--- src/rtl/flash_spi_arbiter.sv ---
// Configuration SPI flash pin arbiter.
// Shares flash_cs/flash_clk/flash_si/flash_so between the JTAG USER1 pass-through
// (raw TCK-domain pins) and an internal READ (0x03) engine. JTAG pre-empts the
// engine, and every session is separated by at least CS_GAP cycles of CS high.
module flash_spi_arbiter #(
  parameter int unsigned CLK_DIV = 2,
  parameter int unsigned CS_GAP  = 4,
  parameter int unsigned LEN_W   = 16
) (
  input  logic             clk_in,
  input  logic             jtag1_reset,
  input  logic             jtag_cs,
  input  logic             jtag_clk,
  input  logic             jtag_si,
  input  logic             rd_req,
  input  logic [23:0]      rd_addr,
  input  logic [LEN_W-1:0] rd_len,
  output logic             rd_ack,
  output logic [7:0]       rd_data,
  output logic             rd_valid,
  output logic             rd_done,
  output logic             rd_abort,
  output logic             jtag_granted,
  output logic             collision,
  input  logic             collision_clr,
  output logic             flash_cs,
  output logic             flash_clk,
  output logic             flash_si,
  input  logic             flash_so
);

  localparam int unsigned DivW = (CLK_DIV > 1) ? $clog2(CLK_DIV) : 1;
  localparam int unsigned GapW = (CS_GAP > 0) ? $clog2(CS_GAP + 1) : 1;
  localparam logic [DivW-1:0] DivLoad = DivW'(CLK_DIV - 1);
  localparam logic [GapW-1:0] GapLoad = GapW'(CS_GAP);
  localparam logic [7:0]      CmdRead = 8'h03;

  typedef enum logic [2:0] {
    StIdle,
    StJtag,
    StCmd,
    StData,
    StGap
  } state_e;

  state_e state_q, state_d;

  // jtag_cs synchroniser; only CS crosses, SCK/MOSI are passed straight through.
  logic jcs_meta, jcs_s;

  logic [GapW-1:0]  gap_q, gap_d;
  logic [DivW-1:0]  div_q, div_d;
  logic [4:0]       bit_q, bit_d;
  logic [LEN_W-1:0] byte_q, byte_d;
  logic [LEN_W-1:0] len_q, len_d;
  logic [31:0]      shift_q, shift_d;
  logic [7:0]       rx_q, rx_d;
  logic [7:0]       data_q, data_d;
  logic             valid_q, valid_d;
  logic             ack_q, ack_d;
  logic             done_q, done_d;
  logic             abort_q, abort_d;
  logic             granted_q, granted_d;
  logic             coll_q, coll_d;
  logic             coll_set;
  logic             cs_q, cs_d;
  logic             sck_q, sck_d;
  logic             si_q, si_d;

  // Two-flop synchroniser for the JTAG chip select, idles high (deselected).
  always_ff @(posedge clk_in or posedge jtag1_reset) begin
    if (jtag1_reset) begin
      jcs_meta <= 1'b1;
      jcs_s    <= 1'b1;
    end else begin
      jcs_meta <= jtag_cs;
      jcs_s    <= jcs_meta;
    end
  end

  // State register; reset lands in the gap so CS is guaranteed high for CS_GAP cycles.
  always_ff @(posedge clk_in or posedge jtag1_reset) begin
    if (jtag1_reset) begin
      state_q   <= StGap;
      gap_q     <= GapLoad;
      div_q     <= '0;
      bit_q     <= '0;
      byte_q    <= '0;
      len_q     <= '0;
      shift_q   <= '0;
      rx_q      <= '0;
      data_q    <= '0;
      valid_q   <= 1'b0;
      ack_q     <= 1'b0;
      done_q    <= 1'b0;
      abort_q   <= 1'b0;
      granted_q <= 1'b0;
      coll_q    <= 1'b0;
      cs_q      <= 1'b1;
      sck_q     <= 1'b1;
      si_q      <= 1'b0;
    end else begin
      state_q   <= state_d;
      gap_q     <= gap_d;
      div_q     <= div_d;
      bit_q     <= bit_d;
      byte_q    <= byte_d;
      len_q     <= len_d;
      shift_q   <= shift_d;
      rx_q      <= rx_d;
      data_q    <= data_d;
      valid_q   <= valid_d;
      ack_q     <= ack_d;
      done_q    <= done_d;
      abort_q   <= abort_d;
      granted_q <= granted_d;
      coll_q    <= coll_d;
      cs_q      <= cs_d;
      sck_q     <= sck_d;
      si_q      <= si_d;
    end
  end

  // Next-state logic: ownership sequencing, mode-3 shifter and session accounting.
  always_comb begin
    state_d   = state_q;
    gap_d     = gap_q;
    div_d     = div_q;
    bit_d     = bit_q;
    byte_d    = byte_q;
    len_d     = len_q;
    shift_d   = shift_q;
    rx_d      = rx_q;
    data_d    = data_q;
    valid_d   = 1'b0;
    ack_d     = 1'b0;
    done_d    = 1'b0;
    abort_d   = 1'b0;
    granted_d = granted_q;
    cs_d      = cs_q;
    sck_d     = sck_q;
    si_d      = si_q;
    coll_set  = 1'b0;

    unique case (state_q)
      StIdle: begin
        // JTAG wins a tie with rd_req.
        if (!jcs_s) begin
          granted_d = 1'b1;
          state_d   = StJtag;
        end else if (rd_req) begin
          ack_d   = 1'b1;
          len_d   = rd_len;
          shift_d = {CmdRead, rd_addr};
          cs_d    = 1'b0;
          sck_d   = 1'b1;
          si_d    = 1'b0;
          div_d   = DivLoad;
          bit_d   = '0;
          byte_d  = '0;
          state_d = StCmd;
        end
      end

      StJtag: begin
        if (jcs_s) begin
          granted_d = 1'b0;
          gap_d     = GapLoad;
          state_d   = StGap;
        end
      end

      StCmd, StData: begin
        if (!jcs_s) begin
          // Pre-empted: drop the session at once; the partial byte is discarded.
          cs_d     = 1'b1;
          sck_d    = 1'b1;
          si_d     = 1'b0;
          abort_d  = 1'b1;
          coll_set = 1'b1;
          bit_d    = '0;
          byte_d   = '0;
          gap_d    = GapLoad;
          state_d  = StGap;
        end else if (div_q != '0) begin
          div_d = div_q - DivW'(1);
        end else begin
          div_d = DivLoad;
          sck_d = ~sck_q;
          if (sck_q) begin
            // Falling edge: present the next MOSI bit.
            if (state_q == StCmd) begin
              si_d    = shift_q[31];
              shift_d = {shift_q[30:0], 1'b0};
            end else begin
              si_d = 1'b0;
            end
          end else if (state_q == StCmd) begin
            // Rising edge in the command phase: the flash latches the bit.
            if (bit_q == 5'd31) begin
              bit_d   = '0;
              state_d = StData;
            end else begin
              bit_d = bit_q + 5'd1;
            end
          end else begin
            // Rising edge in the data phase: sample MISO.
            rx_d = {rx_q[6:0], flash_so};
            if (bit_q == 5'd7) begin
              bit_d   = '0;
              data_d  = {rx_q[6:0], flash_so};
              valid_d = 1'b1;
              if (byte_q == len_q) begin
                cs_d    = 1'b1;
                done_d  = 1'b1;
                byte_d  = '0;
                gap_d   = GapLoad;
                state_d = StGap;
              end else begin
                byte_d = byte_q + LEN_W'(1);
              end
            end else begin
              bit_d = bit_q + 5'd1;
            end
          end
        end
      end

      StGap: begin
        cs_d  = 1'b1;
        sck_d = 1'b1;
        if (!jcs_s) begin
          coll_set = 1'b1;
        end
        if (gap_q <= GapW'(1)) begin
          state_d = StIdle;
        end else begin
          gap_d = gap_q - GapW'(1);
        end
      end

      default: begin
        state_d = StGap;
        gap_d   = GapLoad;
      end
    endcase

    // Sticky collision flag; a same-cycle set beats the clear.
    if (coll_set) begin
      coll_d = 1'b1;
    end else if (collision_clr) begin
      coll_d = 1'b0;
    end else begin
      coll_d = coll_q;
    end
  end

  // Pin mux: raw JTAG pins while the registered owner bit says JTAG, else the engine.
  always_comb begin
    if (granted_q) begin
      flash_cs  = jtag_cs;
      flash_clk = jtag_clk;
      flash_si  = jtag_si;
    end else begin
      flash_cs  = cs_q;
      flash_clk = sck_q;
      flash_si  = si_q;
    end
  end

  assign rd_ack       = ack_q;
  assign rd_data      = data_q;
  assign rd_valid     = valid_q;
  assign rd_done      = done_q;
  assign rd_abort     = abort_q;
  assign jtag_granted = granted_q;
  assign collision    = coll_q;

endmodule

--- config.mk ---
export PLATFORM = sky130hd
export DESIGN_NAME = flash_spi_arbiter
export DESIGN_NICKNAME = d
export VERILOG_FILES = /design/src/rtl/flash_spi_arbiter.sv
export SDC_FILE = /design/constraint.sdc
export NUM_CORES = 1
export LEC_CHECK = 0
export CAP_MARGIN = 40
export CELL_PAD_IN_SITES_DETAIL_PLACEMENT = 1
export CELL_PAD_IN_SITES_GLOBAL_PLACEMENT = 1
export CORE_MARGIN = 3
export CORE_UTILIZATION = 30
export DETAILED_ROUTE_END_ITERATION = 10
export PLACE_DENSITY = 0.59
export SLEW_MARGIN = 20
export SYNTH_ARGS = -nofsm -noshare
export SYNTH_HDL_FRONTEND = slang
export SYNTH_SLANG_ARGS = --single-unit
--- constraint.sdc ---
create_clock -name clk_in -period 9.8 [get_ports clk_in]
set_input_delay 1.96 -clock clk_in [delete_from_list [all_inputs] [get_ports clk_in]]
set_output_delay 1.96 -clock clk_in [all_outputs]
set_load 0.02 [all_outputs]
==> results of run 1 <==
[report_power, final]
| part | leakage, nW | total, mW | internal, mW | switching [mW] |
|---|---|---|---|---|
| sequential | 1.32 | 0.629 | 0.532 | 0.0965 |
| clock | 0.144 | 0.370 | 0.202 | 0.169 |
| combinational | 1.30 | 0.398 | 0.197 | 0.201 |
[per-layer routing]
metal | global-route usage | up-vias | part of all wire
li1 | - | 1657 | -
met1 | 0.171 | 1740 | 0.46
met2 | 0.217 | 54 | 0.48
met3 | 0.0427 | 13 | 0.040
met4 | 0.0406 | 0 | 0.015
met5 | 0 | - | 0
[logic make-up after synthesis]
family | count (synthesis) | synth area share
buf+inv | 36 | 0.0320
compound gates | 78 | 0.106
simple gates | 124 | 0.134
flops | 102 | 0.528
fa+ha+maj | 5 | 0.0129
xor+xnor | 29 | 0.0524
mux | 61 | 0.135
[cells in the final DEF, fill, tap and decap left out, types with 6 or more instances in the layout]
master / count
a21oi_1: 6
mux2_2: 34
xor2_1: 25
nor2_1: 18
clkdlybuf4s50_1: 64
clkbuf_16: 9
o21ai_0: 36
nor3_1: 6
dfrtp_1: 96
inv_1: 15
dfstp_2: 6
nand2_1: 45
a22o_1: 7
mux2i_1: 27
nand3_1: 10
nand4_1: 8
[sequential cells by signal, indices dropped and copies added (netlist names)]
signal        count
rd_done           1
jtag_granted      1
gap_q             3
rd_data           8
div_q             1
jcs_s             1
shift_q          32
sck_q             1
rd_ack            1
len_q            16
byte_q           16
si_q              1
bit_q             5
rd_valid          1
cs_q              1
rx_q              7
rd_abort          1
collision         1
jcs_meta          1
state_q           3
[critical path, cell delays in order]
cell,delay (ns)
clkdlybuf4s50_1,0.42
mux2_2,0.27
clkdlybuf4s50_1,0.54
[through the flow]
step / instances / utilization / area (µm²)
floorplan: 435 / - / 4850
finish: 712 / 0.391 / 6050
global placement: 693 / 0.367 / 5690
detailed placement: 695 / 0.369 / 5720
CTS: 711 / 0.389 / 6030
global route: 712 / 0.391 / 6050
[worst paths after layout]
check                           cells after the start                      end                    from
max in group asynchronous                           3  shift_q[28]$_DFFE_PP0P_             jtag1_reset
worst min-delay path                                0          jcs_s$_DFF_PP1_      jcs_meta$_DFF_PP1_
worst max-delay path                                3                 flash_cs                 jtag_cs
worst min register to register                      0          jcs_s$_DFF_PP1_      jcs_meta$_DFF_PP1_
worst max register to register                      4      rx_q[1]$_DFFE_PP0P_  state_q[1]$_DFFE_PP0P_
min in group asynchronous                           2   rd_data[3]$_DFFE_PP0P_             jtag1_reset
[layout make-up]
cell class | count | share of cell area
tap | 211 | 0.0436
clock inverter | 7 | 0.0137
timing repair buffer | 70 | 0.119
multi-input combinational | 297 | 0.353
clock buffer | 9 | 0.0372
sequential | 102 | 0.423
inverter | 16 | 0.0103
==> summary.txt, run 1 <==
Status
  – Status: finished, final reports clean

Die
  – Die width: 133 µm
  – Die area: 17700 µm²
  – Starting density of the core: 0.313
  – Die height: 133 µm
  – Row cnt: 45
  – Core Region: 15500 µm²
  – IO Count: 65

Final layout
  – Register area: 2560 µm²
  – Final #Nets: 549
  – Syn-to-layout area delta: 24.7%
  – Diode count: 0
  – Share of layout cells above drive strength 1: 0.144
  – Layout filler cell count: 1680
  – Area of the multi-input gates: 2140 µm²

Global route
  – Pin count of the biggest net entering global routing: 61
  – Tot GR Track Use: 0.134
  – Gr ovfl total: 0
  – Number of global-route vias before repair: 3780
  – First-pass GRT wire length: 19200 µm
  – Antenna violations before repair: 0

Power and ir drop
  – Power Density: 231 nW/µm²
  – Max VDD drop: 0.0000912 V
  – LEAKAGE: 2.76 nW
  – Design Power: 1.40 mW

Synthesis
  – Synth warn: 0
  – Synth top area cells: dfrtp_1 50%, mux2_2 7.9%, mux2i_1 5.6%, xor2_1 4.5%, o21ai_0 3.7%
  – Net count after synthesis: 488
  – Number of synthesized flops with an enable pin: 0
  – Mapped Cells: 435
  – Post-synth top area cell: dfrtp_1
  – Commonest cells in the synthesized netlist: 96 x dfrtp_1, 45 x nand2_1, 36 x o21ai_0
  – Synthesized area: 4850 µm²
  – FF+latch count, synth: 102
  – Most frequent cell after synthesis: dfrtp_1
  – Share of the synthesized area in the top cell type: 0.495
  – Seq/Total Area, Yosys: 0.528
  – Main synth FF type: dfrtp_1
  – Avg Cell Area, Syn: 11.1 µm²
  – Async SR Flop Fraction: 1.00
  – Synth unique cells: 54

Placed design
  – Pre-CTS setup slack: 4.65 ns
  – Port buffer count: 64
  – GPL Wtd Cong: 0.769
  – Dpl hpwl: 7890 µm

Routing
  – Iter 0 DRT Violations: 212
  – Via-to-Cell Ratio: 4.87
  – Routed Antenna Nets: 0
  – Drt drc: 0
  – Total wire length: 11100 µm
  – Drt wl/cell: 15.6 µm
  – Drt first pass iters: 5
  – Via count: 3464

Clock network
  – Clk Latency, worst-skew pair: 0.35 ns
  – Worst-path clk slew: 0.07 ns
  – Setup bufs post-CTS: 0
  – Clk sinks: 102
  – CTS H-tree depth: 3
  – Post-cts hold buffer count: 0
  – CTS tree: built
  – Number of CTS-inserted buffers: 9
  – Post-CTS sizing: 0
  – Clock Path Buffers: 2
  – Root buf cell: clkbuf_16

STA
  – Final setup violation count: 0
  – Skew final: 0.00566 ns
  – Slew margin rel.: 0.541
  – Peak Freq: 194 MHz
  – RSZ-0062 raised after global routing: false
  – Period utilisation layout: 0.525
  – Final hold viol count: 0
  – Setup tns final: 0 ns
  – Final setup margin: 4.65 ns
  – Slew Limit Fails: 0
  – Final worst path period need: 5.15 ns
  – Hold WS: 0.356 ns
  – Measured slew at the worst slew-check pin: 0.682 ns

Worst setup path
  – Worst EP arrival: 3.19 ns
  – Critical Path Fanout Max: 2
  – Startpoint Class: primary input
  – Critical path endpoint category: output port
  – Setup CP Type: in2out
  – Flop-to-flop setup slack: 7.34 ns
  – Worst Path Required: 7.84 ns

Hold path
  – HP Class: reg2reg

Run
  – Number of max-cap violations: 0
Power figures use the tool's default switching activity.
==> inputs of run 2 (changes only) <==
--- a/config.mk
+++ b/config.mk
@@ -11,7 +11,7 @@
 export CORE_MARGIN = 3
 export CORE_UTILIZATION = 30
 export DETAILED_ROUTE_END_ITERATION = 10
-export PLACE_DENSITY = 0.59
+export PLACE_DENSITY = 0.62
 export SLEW_MARGIN = 20
 export SYNTH_ARGS = -nofsm -noshare
 export SYNTH_HDL_FRONTEND = slang
==> constraint.sdc (replaced) <==
create_clock -name clk_in -period 4.5 [get_ports clk_in]
set_input_delay 0.9 -clock clk_in [delete_from_list [all_inputs] [get_ports clk_in]]
set_output_delay 0.9 -clock clk_in [all_outputs]
set_load 0.02 [all_outputs]
==> summary.txt, run 2 (synthesis gave the netlist of run 1 again) <==
Routing
  – Drt wl/cell: 15.1 µm
  – Via count: 3411
  – Routed Antenna Nets: 0
  – Iter 0 DRT Violations: 195
  – Via-to-Cell Ratio: 4.79
  – Drt first pass iters: 4
  – Total wire length: 10700 µm
  – Drt drc: 0

Die
  – Core Region: 15500 µm²
  – IO Count: 65
  – Die area: 17700 µm²
  – Die height: 133 µm
  – Starting density of the core: 0.313
  – Die width: 133 µm
  – Row cnt: 45

Clock network
  – Setup bufs post-CTS: 0
  – CTS tree: built
  – Worst-path clk slew: 0.06 ns
  – Post-CTS sizing: 0
  – Clk sinks: 102
  – CTS H-tree depth: 3
  – Clock Path Buffers: 2
  – Clk Latency, worst-skew pair: 0.35 ns
  – Number of CTS-inserted buffers: 9
  – Post-cts hold buffer count: 0
  – Root buf cell: clkbuf_16

STA
  – Period utilisation layout: 0.676
  – Final hold viol count: 0
  – RSZ-0062 raised after global routing: false
  – Peak Freq: 329 MHz
  – Slew margin rel.: 0.573
  – Measured slew at the worst slew-check pin: 0.634 ns
  – Slew Limit Fails: 0
  – Final worst path period need: 3.04 ns
  – Setup tns final: 0 ns
  – Skew final: 0.00798 ns
  – Final setup violation count: 0
  – Hold WS: 0.356 ns

Final layout
  – Largest register by flop count: shift_q
  – Share of layout cells above drive strength 1: 0.140
  – Max reg flops: 32
  – Commonest cells after routing, fill and taps aside: 96 x dfrtp_1, 64 x clkdlybuf4s50_1, 45 x nand2_1
  – Biggest regs: shift_q x32, byte_q x16, len_q x16
  – Syn-to-layout area delta: 24.3%
  – Layout filler cell count: 1698
  – Final #Nets: 549
  – Commonest non-fill, non-tap cell in the layout: dfrtp_1
  – Diode count: 0
  – Design Area, Final: 6030 µm²

Worst setup path
  – Worst path max stage delay: 0.53 ns
  – Critical path endpoint category: output port
  – Reg2Reg Depth: 5
  – Worst r2r src: byte_q[9]$_DFFE_PP0P_
  – Setup CP Type: in2out
  – CP cell instances: clkdlybuf4s50_1, mux2_2, clkdlybuf4s50_1
  – Slowest cell on crit path: clkdlybuf4s50_1
  – RR Endpoint: gap_q[0]$_DFFE_PP0P_
  – Crit path to: flash_clk
  – CP startpoint: jtag_clk
  – Flop-to-flop setup slack: 2.02 ns
  – Startpoint Class: primary input
  – Worst EP arrival: 2.14 ns
  – Cell mode on critical path: clkdlybuf4s50_1
  – Critical Path Fanout Max: 1
  – Worst Path Required: 3.60 ns

Global route
  – First-pass GRT wire length: 18800 µm
  – Tot GR Track Use: 0.130
  – Number of global-route vias before repair: 3745
  – Pin count of the biggest net entering global routing: 56
  – Antenna violations before repair: 0
  – Gr ovfl total: 0

Placed design
  – GPL Wtd Cong: 0.776
  – Dpl hpwl: 7620 µm
  – DP Area: 5720 µm²
  – Port buffer count: 64

Hold path
  – HP Class: reg2reg

Status
  – Status: finished, final reports clean

Power and ir drop
  – Max VDD drop: 0.000247 V
  – Power Density: 501 nW/µm²
  – LEAKAGE: 2.75 nW

Run
  – Number of max-cap violations: 0
run 2: worst min path at each step:
stage,cells past startpoint,startpoint,to
after floorplan,0,jcs_meta$_DFF_PP1_,jcs_s$_DFF_PP1_
after global placement,0,jcs_meta$_DFF_PP1_,jcs_s$_DFF_PP1_
after detailed placement,0,jcs_meta$_DFF_PP1_,jcs_s$_DFF_PP1_
after CTS,0,jcs_meta$_DFF_PP1_,jcs_s$_DFF_PP1_
after global routing,0,jcs_meta$_DFF_PP1_,jcs_s$_DFF_PP1_
final,0,jcs_meta$_DFF_PP1_,jcs_s$_DFF_PP1_
run 2: report_power, final:
part	switching, mW	internal [mW]	total, mW
clock	0.343	0.449	0.792
sequential	0.208	1.16	1.37
combinational	0.436	0.426	0.862
total	0.987	2.03	3.02
run 2: layout make-up:
cell class                      instances  area (µm²)  area share
Clock inverter                          4        53.8     0.00893
Timing Repair Buffer                   70         703       0.117
Multi-Input combinational cell        297        2140       0.354
Clock buffer                           12         246      0.0409
Inverter                               16        62.6      0.0104
Sequential cell                       102        2560       0.425
Tap cell                              211         264      0.0438
run 2: worst max-delay path: cells and delay by family:
kind,cells,cell delay [ns]
buffers and inverters,2,0.95
muxes,1,0.28
run 2: per-layer routing:
metal  up-vias  wire, µm  track usage
met3         6       501       0.0476
met1      1689      4990        0.167
met5         -         0            0
met4         0       108       0.0337
met2        52      5140        0.207
li1       1664         -            -
run 2: per-stage QoR:
| step | utilization | cells | worst slack (ns) | power [mW] |
|---|---|---|---|---|
| floorplan | - | 435 | 0.934 | 1.98 |
| global placement | 0.368 | 694 | 1.41 | 2.21 |
| detailed placement | 0.369 | 695 | 1.44 | 2.26 |
| CTS | 0.389 | 711 | 1.43 | 3.08 |
| global route | 0.389 | 712 | 1.42 | 3.26 |
| finish | 0.389 | 712 | 1.46 | 3.02 |
==> inputs of run 3 (changes only) <==
--- a/config.mk
+++ b/config.mk
@@ -11,7 +11,7 @@
 export CORE_MARGIN = 3
 export CORE_UTILIZATION = 30
 export DETAILED_ROUTE_END_ITERATION = 10
-export PLACE_DENSITY = 0.62
+export PLACE_DENSITY = 0.59
 export SLEW_MARGIN = 20
 export SYNTH_ARGS = -nofsm -noshare
 export SYNTH_HDL_FRONTEND = slang
==> constraint.sdc (replaced) <==
create_clock -name clk_in -period 3 [get_ports clk_in]
set_input_delay 0.6 -clock clk_in [delete_from_list [all_inputs] [get_ports clk_in]]
set_output_delay 0.6 -clock clk_in [all_outputs]
set_load 0.02 [all_outputs]
==> summary.txt, run 3 (synthesis gave the netlist of run 1 again) <==
Placed design
  – GPL Wtd Cong: 0.798
  – Port buffer count: 64
  – Pre-CTS setup slack: 0.388 ns
  – DP Area: 5740 µm²
  – Dpl hpwl: 8000 µm
  – Placed cells: 699

Final layout
  – Commonest non-fill, non-tap cell in the layout: dfrtp_1
  – Diode count: 0
  – Design Area, Final: 6050 µm²
  – Max reg flops: 32
  – Final #Nets: 552
  – Share of layout cells above drive strength 1: 0.143
  – Commonest cells after routing, fill and taps aside: 96 x dfrtp_1, 64 x clkdlybuf4s50_1, 45 x nand2_1
  – Biggest regs: shift_q x32, byte_q x16, len_q x16
  – Post-route insts no fill: 714
  – Register area: 2560 µm²
  – Syn-to-layout area delta: 24.8%
  – Largest register by flop count: shift_q
  – Area of the multi-input gates: 2140 µm²
  – Layout filler cell count: 1697
  – Final core utilization: 0.391

Routing
  – Iter 0 DRT Violations: 136
  – Drt first pass iters: 4
  – Drt drc: 0
  – Total wire length: 11400 µm
  – Routed Antenna Nets: 0
  – Drt wl/cell: 16.0 µm
  – Via count: 3464
  – Via-to-Cell Ratio: 4.85

Power and ir drop
  – Cell Int Power: 3.10 mW
  – LEAKAGE: 2.76 nW
  – Design Power: 4.60 mW
  – Power Density: 761 nW/µm²
  – Sequential power share: 0.441
  – Max VDD drop: 0.000322 V
  – Sw frac: 0.326
  – Logic pwr share: 0.290
  – P_sw: 1.50 mW
  – Clock power frac: 0.269

Clock network
  – Post-CTS sizing: 0
  – Number of CTS-inserted buffers: 9
  – CTS H-tree depth: 3
  – Clk sinks: 102
  – Worst-path clk slew: 0.07 ns
  – Setup bufs post-CTS: 0
  – Root buf cell: clkbuf_16
  – Post-cts hold buffer count: 0
  – Clock Path Buffers: 2
  – CTS tree: built
  – Clk Latency, worst-skew pair: 0.35 ns

Die
  – IO Count: 65
  – Row cnt: 45
  – Die height: 133 µm
  – Starting density of the core: 0.313
  – Die width: 133 µm
  – Die area: 17700 µm²
  – Core Region: 15500 µm²

Hold path
  – HP Class: reg2reg
  – Hold Crit Start: jcs_meta$_DFF_PP1_

STA
  – RSZ-0062 raised after global routing: false
  – Final setup violation count: 0
  – Final hold viol count: 0
  – Final worst path period need: 2.43 ns
  – Peak Freq: 412 MHz
  – Measured slew at the worst slew-check pin: 0.668 ns
  – Slew Limit Fails: 0
  – Skew final: 0.00854 ns
  – Final setup margin: 0.570 ns
  – Setup tns final: 0 ns
  – Hold WS: 0.358 ns
  – Slew margin rel.: 0.550
  – Period utilisation layout: 0.810

Worst setup path
  – Critical path endpoint category: output port
  – Startpoint Class: primary input
  – Worst r2r src: state_q[0]$_DFFE_PP0P_
  – Worst Path Required: 2.40 ns
  – CP startpoint: jtag_cs
  – Setup CP Type: in2out
  – Worst EP arrival: 1.83 ns
  – Critical Path Fanout Max: 2

Global route
  – Tot GR Track Use: 0.132
  – First-pass GRT wire length: 19100 µm
  – Pin count of the biggest net entering global routing: 61
  – Number of global-route vias before repair: 3788
  – Gr ovfl total: 0
  – Antenna violations before repair: 0

Status
  – Status: finished, final reports clean

Run
  – Number of max-cap violations: 0
[run 3: path summary, 6_finish.rpt]
check	slack, ns	end	depth (start not counted)
hold reg to reg	0.36	jcs_s$_DFF_PP1_	0
setup reg to reg	0.72	shift_q[31]$_DFFE_PP0P_	5
max in group asynchronous	1.66	jcs_meta$_DFF_PP1_	3
setup / recovery	0.57	flash_cs	3
hold / removal	0.36	jcs_s$_DFF_PP1_	0
min in group asynchronous	0.63	rx_q[0]$_DFFE_PP0P_	2
[run 3: final cells by class]
class | count | area share
clock buffer | 11 | 0.0385
timing repair buffer | 73 | 0.119
sequential | 102 | 0.423
inverter | 16 | 0.0105
tap | 211 | 0.0436
clock inverter | 4 | 0.0120
multi-input combinational | 297 | 0.353
[run 3: worst max-delay path, stage by stage]
cell,delay [ns]
clkdlybuf4s50_1,0.43
mux2_2,0.27
clkdlybuf4s50_1,0.53
[run 3: power groups by stage]
stage	registers, mW	clock network, mW	logic, mW
floorplan	1.96	0	1.01
global placement	2.04	0	1.31
detailed placement	2.06	0	1.36
CTS	2.04	1.28	1.36
global route	2.09	1.34	1.50
finish	2.03	1.24	1.34
[run 3: layer usage]
| metal | GRT usage | part of all wire |
|---|---|---|
| met1 | 0.165 | 0.44 |
| met2 | 0.222 | 0.49 |
| met3 | 0.0385 | 0.044 |
| met4 | 0.0429 | 0.016 |
| met5 | 0 | 0 |
